File: src/rtl/alu_decode.sv
// alu_decode: decodes the RV integer register/immediate ALU instructions plus
// LUI/AUIPC into an ALU operand bundle. The bundle is decoded combinationally
// at the input and held in a two-entry buffer (main + skid). The main entry
// drives the outputs. in_ready is a pure flop output, so the upstream
// handshake never sees a combinational path from out_ready.
module alu_decode #(
    parameter int XLEN = 32
) (
    input  logic            clk,
    input  logic            rst,
    input  logic            in_valid,
    output logic            in_ready,
    input  logic [31:0]     instr,
    input  logic [XLEN-1:0] pc,
    input  logic [XLEN-1:0] rs1_val,
    input  logic [XLEN-1:0] rs2_val,
    output logic            out_valid,
    input  logic            out_ready,
    output logic [XLEN-1:0] a,
    output logic [XLEN-1:0] b,
    output logic [2:0]      op,
    output logic            sub,
    output logic            sra,
    output logic [4:0]      rd,
    output logic            wen,
    output logic            illegal
);

    // Only the two base widths are meaningful; anything else is a build error.
    if (XLEN != 32 && XLEN != 64) begin : g_xlen_check
        $error("alu_decode: XLEN must be 32 or 64");
    end

    // Shift-amount width: 5 bits on RV32, 6 bits on RV64.
    localparam int SHW = (XLEN == 64) ? 6 : 5;

    // Major opcodes handled here.
    localparam logic [6:0] OPC_OP     = 7'b0110011;
    localparam logic [6:0] OPC_OP_IMM = 7'b0010011;
    localparam logic [6:0] OPC_LUI    = 7'b0110111;
    localparam logic [6:0] OPC_AUIPC  = 7'b0010111;

    // funct3 values that carry extra encoding rules.
    localparam logic [2:0] F3_ADD = 3'b000;
    localparam logic [2:0] F3_SLL = 3'b001;
    localparam logic [2:0] F3_SR  = 3'b101;

    // funct7 values legal on register-register ops.
    localparam logic [6:0] F7_BASE = 7'b0000000;
    localparam logic [6:0] F7_ALT  = 7'b0100000;

    // One decoded instruction, as presented to the ALU and writeback.
    typedef struct packed {
        logic [XLEN-1:0] a;
        logic [XLEN-1:0] b;
        logic [2:0]      op;
        logic            sub;
        logic            sra;
        logic [4:0]      rd;
        logic            wen;
        logic            illegal;
    } bundle_t;

    // ------------------------------------------------------------------
    // Instruction fields and immediates
    // ------------------------------------------------------------------
    logic [6:0]        opcode;
    logic [2:0]        funct3;
    logic [6:0]        funct7;
    logic [4:0]        rd_f;
    logic signed [11:0] i_imm;
    logic signed [31:0] u_imm;
    logic [XLEN-1:0]   i_imm_ext;
    logic [XLEN-1:0]   u_imm_ext;
    logic [XLEN-1:0]   shamt_ext;
    logic              shift_hi_zero;
    logic              unused_rs1_idx;

    assign opcode = instr[6:0];
    assign funct3 = instr[14:12];
    assign funct7 = instr[31:25];
    assign rd_f   = instr[11:7];

    // Register indices are resolved by the register file upstream; only the
    // read values arrive here.
    assign unused_rs1_idx = ^instr[19:15];

    // I-type and U-type immediates, sign-extended to the datapath width.
    assign i_imm     = $signed(instr[31:20]);
    assign u_imm     = $signed({instr[31:12], 12'b0});
    assign i_imm_ext = XLEN'(i_imm);
    assign u_imm_ext = XLEN'(u_imm);

    // Immediate shifts present only the shift amount as operand b, so the
    // arithmetic qualifier in instr[30] never leaks into the shift count.
    assign shamt_ext = XLEN'(instr[20 +: SHW]);

    // Bits above the shift amount, excluding the instr[30] qualifier, must be
    // zero for an immediate shift to be legal.
    assign shift_hi_zero = ~instr[31] & (instr[29:20+SHW] == '0);

    // ------------------------------------------------------------------
    // Combinational decode of the incoming instruction
    // ------------------------------------------------------------------
    bundle_t dec;
    logic    legal;

    // Decode the input word into an operand bundle; illegal encodings
    // collapse to an all-zero bundle with only rd and the illegal flag set.
    always_comb begin
        // NOTE: every variable gets a default first, so no path can infer a latch.
        dec    = '0;
        legal  = 1'b0;
        dec.rd = rd_f;

        case (opcode)
            OPC_OP: begin
                legal   = (funct7 == F7_BASE) ||
                          ((funct7 == F7_ALT) && ((funct3 == F3_ADD) || (funct3 == F3_SR)));
                dec.a   = rs1_val;
                dec.b   = rs2_val;
                dec.op  = funct3;
                dec.sub = instr[30] & (funct3 == F3_ADD);
                dec.sra = instr[30] & (funct3 == F3_SR);
            end

            OPC_OP_IMM: begin
                case (funct3)
                    F3_SLL:  legal = shift_hi_zero & ~instr[30];
                    F3_SR:   legal = shift_hi_zero;
                    default: legal = 1'b1;
                endcase
                dec.a   = rs1_val;
                dec.b   = ((funct3 == F3_SLL) || (funct3 == F3_SR)) ? shamt_ext : i_imm_ext;
                dec.op  = funct3;
                dec.sra = instr[30] & (funct3 == F3_SR);
            end

            OPC_LUI: begin
                legal = 1'b1;
                dec.b = u_imm_ext;
            end

            OPC_AUIPC: begin
                legal = 1'b1;
                dec.a = pc;
                dec.b = u_imm_ext;
            end

            default: legal = 1'b0;
        endcase

        if (!legal) begin
            dec.a   = '0;
            dec.b   = '0;
            dec.op  = 3'b000;
            dec.sub = 1'b0;
            dec.sra = 1'b0;
        end

        dec.illegal = ~legal;
        dec.wen     = legal & (rd_f != 5'd0);
    end

    // ------------------------------------------------------------------
    // Two-entry buffer: main drives the outputs, skid absorbs one extra
    // transfer accepted while main is stalled.
    // ------------------------------------------------------------------
    bundle_t main_q;
    bundle_t skid_q;
    logic    main_valid;
    logic    skid_valid;

    logic    in_fire;
    logic    out_fire;
    logic    to_main;
    logic    to_skid;
    logic    skid_to_main;

    assign in_fire      = in_valid & ~skid_valid;
    assign out_fire     = main_valid & out_ready;

    // The input lands in main when main is empty or leaving this cycle; the
    // skid is necessarily empty whenever the input is accepted.
    assign to_main      = in_fire & (~main_valid | out_fire);
    assign to_skid      = in_fire & main_valid & ~out_fire;
    assign skid_to_main = out_fire & skid_valid;

    // Main payload and both occupancy flags; reset empties the buffer and
    // zeroes the visible bundle.
    always_ff @(posedge clk or posedge rst) begin
        if (rst) begin
            main_valid <= 1'b0;
            skid_valid <= 1'b0;
            main_q     <= '0;
        end else begin
            // NOTE: non-blocking assignments let every flop see pre-edge values.
            if (skid_to_main) begin
                main_q <= skid_q;
            end else if (to_main) begin
                main_q <= dec;
            end

            if (skid_to_main || to_main) begin
                main_valid <= 1'b1;
            end else if (out_fire) begin
                main_valid <= 1'b0;
            end

            if (to_skid) begin
                skid_valid <= 1'b1;
            end else if (skid_to_main) begin
                skid_valid <= 1'b0;
            end
        end
    end

    // Skid payload capture.
    always_ff @(posedge clk) begin
        // NOTE: payload left unreset; skid_valid alone says whether it means anything.
        if (to_skid) begin
            skid_q <= dec;
        end
    end

    // ------------------------------------------------------------------
    // Outputs
    // ------------------------------------------------------------------
    assign in_ready  = ~skid_valid;
    assign out_valid = main_valid;
    assign a         = main_q.a;
    assign b         = main_q.b;
    assign op        = main_q.op;
    assign sub       = main_q.sub;
    assign sra       = main_q.sra;
    assign rd        = main_q.rd;
    assign wen       = main_q.wen;
    assign illegal   = main_q.illegal;

endmodule
File: config.mk
export PLATFORM = sky130hd
export DESIGN_NAME = alu_decode
export DESIGN_NICKNAME = d
export VERILOG_FILES = /design/src/rtl/alu_decode.sv
export SDC_FILE = /design/constraint.sdc
export NUM_CORES = 1
export LEC_CHECK = 0
export CORE_ASPECT_RATIO = 0.7
export CORE_MARGIN = 10
export CORE_UTILIZATION = 45
export CTS_CLUSTER_DIAMETER = 120
export DETAILED_ROUTE_END_ITERATION = 16
export PLACE_DENSITY = 0.82
export SKIP_LAST_GASP = 1
export SLEW_MARGIN = 40
export SYNTH_ARGS = -nofsm -noshare
export SYNTH_HDL_FRONTEND = slang
export SYNTH_SLANG_ARGS = --single-unit
File: constraint.sdc
create_clock -name clk -period 5.3 [get_ports clk]
set_clock_uncertainty 0.05 [all_clocks]
set_input_delay 1.06 -clock clk [delete_from_list [all_inputs] [get_ports clk]]
set_output_delay 1.06 -clock clk [all_outputs]
set_load 0.005 [all_outputs]
Yosys cells after proc, flatten, opt, wreduce, memory -nomap -nowiden
Cells that the tools add are included.

storage, ports and cells
  input bits = 132
  memories = 0
  word-level logic and storage cells = 72
  flip-flop bits (word level) = 154
  RAM bits = 0
  output and inout bits = 78
  ROM bits = 0
  latch bits = 0

operators by class
  shift-type cells = 0
  add/sub/neg operators = 0
  equality and inequality tests = 7
  bitwise logic cells = 18
  order comparisons = 0
  reduce and logical (&&, ||, !) cells = 14
  multiplexer cells = 15
  divide/modulo/power cells = 0
  $mul = 0

operator list
  kind                  count
  $mux W76              2
  $pmux W32 S3          1
  $mux W69              1
  $pmux W32 S2          1
  $mux W32              1
  $eq A7 B6 Y1 const B  3
  $eq A7 B5 Y1 const B  2
  $and A1 B1 Y1         11
  $logic_not A7 Y1      1
  $mux W1               6
  $not A1 Y1            6
  $reduce_bool A2 Y1    3
  $logic_not A5 Y1      1
  $reduce_bool A5 Y1    1
  $logic_or A1 B1 Y1    4
  $reduce_or A2 Y1      2
  $eq A3 B1 Y1 const B  1
  $eq A3 B3 Y1 const B  1
  $logic_not A3 Y1      1
  $mux W3               1
  $pmux W1 S3           1
  $pmux W1 S2           1
  $logic_and A1 B1 Y1   1
  $or A1 B1 Y1          1

Depth between registers and ports, before layout
  depth after elaboration = 8
  depth in mapped cells = 8
  mapped depth without buffers = 5

Worst setup path after synthesis
OpenSTA, ideal clock, no wires.

  path type = input -> register
  from = input out_ready
  to = register skid_q[0] (netlist name), enable pin
  data required time = 4.739 ns
  cell stages on the path = 2
  data arrival time = 4.398 ns
  buffers on the path = 0
  library setup time = 0.511 ns
  path slack = 0.341 ns
  cell sequence = nand2b_1 -> nor2_1

on the way
  cells in the longest elaborated chain, start to end = 3

ends and longest elaborated chain
  what                  line  text
  from (decl)           18    input logic out_ready,
  $and A1 B1 Y1         181   assign out_fire = main_valid & out_ready;
  $not A1 Y1            186   assign to_skid = in_fire & main_valid & ~out_fire;
  $and A1 B1 Y1         186
  via to_skid           177   logic to_skid;
  to (signal assigned)  222   skid_q <= dec;
  to (decl)             170   bundle_t skid_q;

The timed path passes the listed nets, and every way through them passes these cells.
A chain may end at the register's enable or synchronous reset.

Worst setup path in the final report
  from = input instr[0]
  to = register main_q, in the netlist wen

on the way
  cells in the longest elaborated chain, start to end = 6
  elaborated cells on any way between the ends = 9
  those cells by class = 4 x eq/ne; 3 x mux; 1 x bitwise; 1 x reduce/logical

ends and longest elaborated chain
  what                                                 line  text
  from (decl)                                          13    input logic [31:0] instr,
  $eq A7 B5 Y1 / $eq A7 B6 Y1 (equally long branches)  116   case (opcode)
  $reduce_or A2 Y1 (no line)                           -
  $pmux W1 S3 (*)                                      116
  $and A1 B1 Y1 (*)                                    162   dec.wen = legal & (rd_f != 5'd0);
  $mux W76 (*)                                         200   end else if (to_main) begin
  $mux W76 (*)                                         198   if (skid_to_main) begin
  to (signal assigned)                                 199   main_q <= skid_q;
  to (decl)                                            169   bundle_t main_q;

Every way passes the cells marked *; elsewhere a longest branch is shown, timed or not. The select of a mux whose other input is x is not followed.

==> results.txt <==
The largest net degree at the start of global routing came out at 77. Sequential cells account for approximately two fifths of the total power. The number of levels the H-tree was split into is 4. The remaining antenna violation count is 0. The setup path with the least slack is of type in2reg. Port buffering added 209 buffers.

The global-route wire length before repair came out at 34300 um. The total negative setup slack is 0 ns. The cell count of the worst reg-to-reg path came out at 7. The die width came out at around 170 um.

The count of unresolved DRC violations after routing came out at 0. The run finished with clean final reports. The count of buffers added by post-CTS timing repair for setup is 0. The final period utilization came out at 68.4%. The synthesized area per cell came out at 10.2 um^2.

The initial DRC count came out at 520. The number of library cell types mapped by synthesis is 33. The worst register-to-register path ends at sra. The slew at the pin with the worst max-slew slack came out at approximately 0.79 ns. In this run the standard cell core region covers 15500 um^2. The multi-input gate area in the final layout is 2490 um^2. In this run the static leakage power is 3.88 nW. In this run the most critical hold path is launched from rd[4]. The number of detailed-routing iterations run before antenna repair came out at 5.

Setup repair after global routing left no endpoint under its margin. The post-synthesis register bit count is between 150 and 200. The worst-case IR drop observed on VDD is 251 uV. The clock-pin slew on the worst setup and hold paths came out at 0.06 ns. The diode insertion count for antenna repair is 0. The shortest clock period the worst path allows after layout is 3.63 ns. The sequential cell area came out at 4230 um^2.

The hold violation count in the final report came out at 0. The post-layout instance area is around 10000 um^2. The tree is rooted in a sky130_fd_sc_hd__clkbuf_16. In this run the register-to-register setup slack is 2.74 ns. The slowest stage of the critical path belongs to the cell sky130_fd_sc_hd__nor3b_2. The endpoint with the worst hold slack is rd[4].

The I/O pin total is 210. The worst setup path is captured at a flop. The origin of the critical flop-to-flop path is skid_valid. The overflow left after global routing is 0. The CTS tree is built.

The floorplan row count is 38. The count of cells along the worst hold path came out at 2. The initial antenna violation count is 0. The via count of the first global-routing pass is approximately 6000. Summed over all layers, the routed wires come to 21800 um. The critical path launch point is instr[0]. The Yosys warning count came out at 0. The biggest cell delay along the critical path is just under 0.6 ns.

The internal power consumption came out at 3.20 mW. For this run, the register share of the synthesized area comes to 59.4%. The clock latency on the worst-skew pair came out at slightly above 0.4 ns. Gates resized during post-CTS repair numbered 0. The layout cell share with drive strength beyond 1 is ~8.5%. Walking the worst path, the cells encountered are clkdlybuf4s50_1 > and4b_1 > nor3b_2 > or4b_1 > nor3b_4 > buf_4 > buf_12 > o21ai_0.

The number of nets in the final layout came out at 1018. The die height is 125 um. The detailed-route via count came out at about 6000. The effective utilization at floorplan is 46.0%. The share of total power in the clock network is 27.4%. The worst slew margin relative to its limit is 47.0%.

The summed instance area of the synthesized netlist came out at 7130 um^2. The number of clock buffers inserted by TritonCTS is 17. The final count of negative-setup-slack endpoints came out at 0.

The kind of launch point of the worst setup path is an input pin. The total routing usage reported by global routing is 20.2%. The number of cells produced by synthesis is about 700.

On the final layout, the worst hold slack is 0.426 ns. In this design, the largest share of critical-path delay is due to simple AND/OR/NAND/NOR gates. The net switching fraction of the power came out at 29.3%. Data on the critical path is required at its endpoint by 5.57 ns. The total clock sinks came out at about 150. Power spread over the standard cell area amounts to around 450 nW/um^2.

The HPWL after detailed placement came out at 15100 um. The timing-limited maximum frequency came out at 0.276 GHz. The post-synth net total came out at 831. The final max-slew violation count came out at 0. The quantity of hold-fixing buffers added after cts is 0. The part of the total power dissipated in combinational logic came out at around a third. The layout has around 1300 filler cells. Routability-driven placement finished with a final weighted congestion of 0.853. In this run the worst hold path is classified as reg2reg. The largest buffer count on any clock path is 2. At the worst endpoint, the arrival time is ~3.9 ns. The wire length per cell is roughly 20 um. The number of violations of the max-capacitance limit is 0. The number of buffers and inverters on the critical path is 3. The switching power is 1.32 mW. The placed instances occupy a cell area of 9410 um^2. The post-synthesis to final-layout area growth is 40.5%. The via density per instance came out at between 5 and 6. The floorplan die area is approximately 21000 um^2.

The maximum fanout along the worst path is 43.
[Yosys cell counts]
cell	number	area [um^2]
sky130_fd_sc_hd__nand2_1	112	420
sky130_fd_sc_hd__dfrtp_1	78	1950
sky130_fd_sc_hd__edfxtp_1	76	2280
sky130_fd_sc_hd__nor2_1	74	278
sky130_fd_sc_hd__a22oi_1	71	533
sky130_fd_sc_hd__o21ai_0	66	330
sky130_fd_sc_hd__inv_1	54	203
sky130_fd_sc_hd__clkbuf_1	51	191
sky130_fd_sc_hd__a221o_1	20	200
sky130_fd_sc_hd__o21ai_1	20	100
sky130_fd_sc_hd__o21ai_2	20	175
sky130_fd_sc_hd__a22o_1	12	105
sky130_fd_sc_hd__a21o_1	5	37.5
sky130_fd_sc_hd__buf_6	5	56.3
sky130_fd_sc_hd__nand2b_1	4	25.0
sky130_fd_sc_hd__nor2b_1	4	25.0
sky130_fd_sc_hd__nor4_1	4	25.0
sky130_fd_sc_hd__a21oi_1	3	15.0
sky130_fd_sc_hd__nand3_1	3	15.0
sky130_fd_sc_hd__and3_1	2	12.5
sky130_fd_sc_hd__nand3b_1	2	15.0
sky130_fd_sc_hd__nor3b_2	2	25.0
sky130_fd_sc_hd__a21oi_2	1	8.76
sky130_fd_sc_hd__a311oi_1	1	8.76
sky130_fd_sc_hd__a41o_1	1	10.0
sky130_fd_sc_hd__and4b_1	1	10.0
sky130_fd_sc_hd__nand4_1	1	6.26
sky130_fd_sc_hd__nor4_4	1	21.3
sky130_fd_sc_hd__nor4b_1	1	8.76
sky130_fd_sc_hd__or2b_1	1	7.51
sky130_fd_sc_hd__or4_1	1	7.51
sky130_fd_sc_hd__or4b_1	1	10.0
sky130_fd_sc_hd__xor2_1	1	8.76
[final cells by class]
type | count | share of cell area, %
flip-flops and latches | 154 | 42.3
multi-input cells | 435 | 24.8
repair buffers | 224 | 22.3
clock buffers | 22 | 4.63
well taps | 200 | 2.50
inverters | 54 | 2.04
clock inverters | 10 | 1.45
[flip-flops by register name, summed over array words and instances, names as in the netlist]
signal / count
rd: 5
a: 32
out_valid: 1
b: 32
sra: 1
skid_valid: 1
skid_q: 76
illegal: 1
op: 3
wen: 1
sub: 1
[routing by layer]
layer	GRT usage [%]	up-vias	part of all wire [%]
li1	-	2847	-
met1	25.8	2887	42
met2	31.6	244	47
met3	8.11	20	10
met4	4.68	0	0.97
met5	0	-	0
[cells by family (layout without fill, tap and decap cells)]
kind of cell / after synthesis / in the layout / synth area share, %
compound gates: 220 / 220 / 21.4
simple gates: 214 / 214 / 12.8
flops: 154 / 154 / 59.4
buf+inv: 110 / 310 / 6.32
xor+xnor: 1 / 1 / 0.123
[through the flow]
stage / setup slack, ns / utilization, % / cells / power (mW)
2_1_floorplan: 0.341 / - / 699 / 2.36
3_3_place_gp: 1.53 / 60.5 / 1065 / 3.27
3_5_place_dp: 1.29 / 60.7 / 1067 / 3.31
4_1_cts: 1.70 / 64.6 / 1099 / 4.57
5_1_grt: 1.51 / 64.6 / 1099 / 4.78
6_report: 1.67 / 64.6 / 1099 / 4.52
[placed cells by master, fill, tap and decap left out, drive strengths merged, types with 2 or more instances in the layout]
master,instances
buf,16
a22o,12
clkinv,3
o21ai,106
clkdlybuf4s50,208
dfrtp,78
nor2,74
nand2b,4
inv,53
and3,2
edfxtp,76
a22oi,71
nor3b,2
nor2b,4
a21o,5
nor4,5
clkbuf,22
a21oi,4
a221o,20
nand2,112
bufinv,3
nand3b,2
clkinvlp,5
nand3,3
[power groups by stage]
stage	Sequential (mW)	Combinational [mW]	Clock, mW
floorplan	1.82	0.537	0
global placement	1.81	1.45	0
detailed placement	1.82	1.49	0
CTS	1.81	1.50	1.26
global route	1.85	1.62	1.31
finish	1.81	1.48	1.24
[worst max-delay path by stage]
| stage | endpoint | depth (start not counted) | slack, ns |
|---|---|---|---|
| CTS | wen | 8 | 1.70 |
| global placement | b[20] | 7 | 1.53 |
| detailed placement | a[22] | 8 | 1.29 |
| finish | wen | 8 | 1.67 |
| global route | wen | 8 | 1.51 |
| floorplan | skid_q[0] | 2 | 0.34 |
[worst min-delay path: cells and delay by family, from the launching register on]
| kind | cells | cell delay (ns) |
|---|---|---|
| simple gates | 2 | 0.10 |
| flops | 1 | 0.34 |
Note: power is estimated with default switching activity, not from simulation.
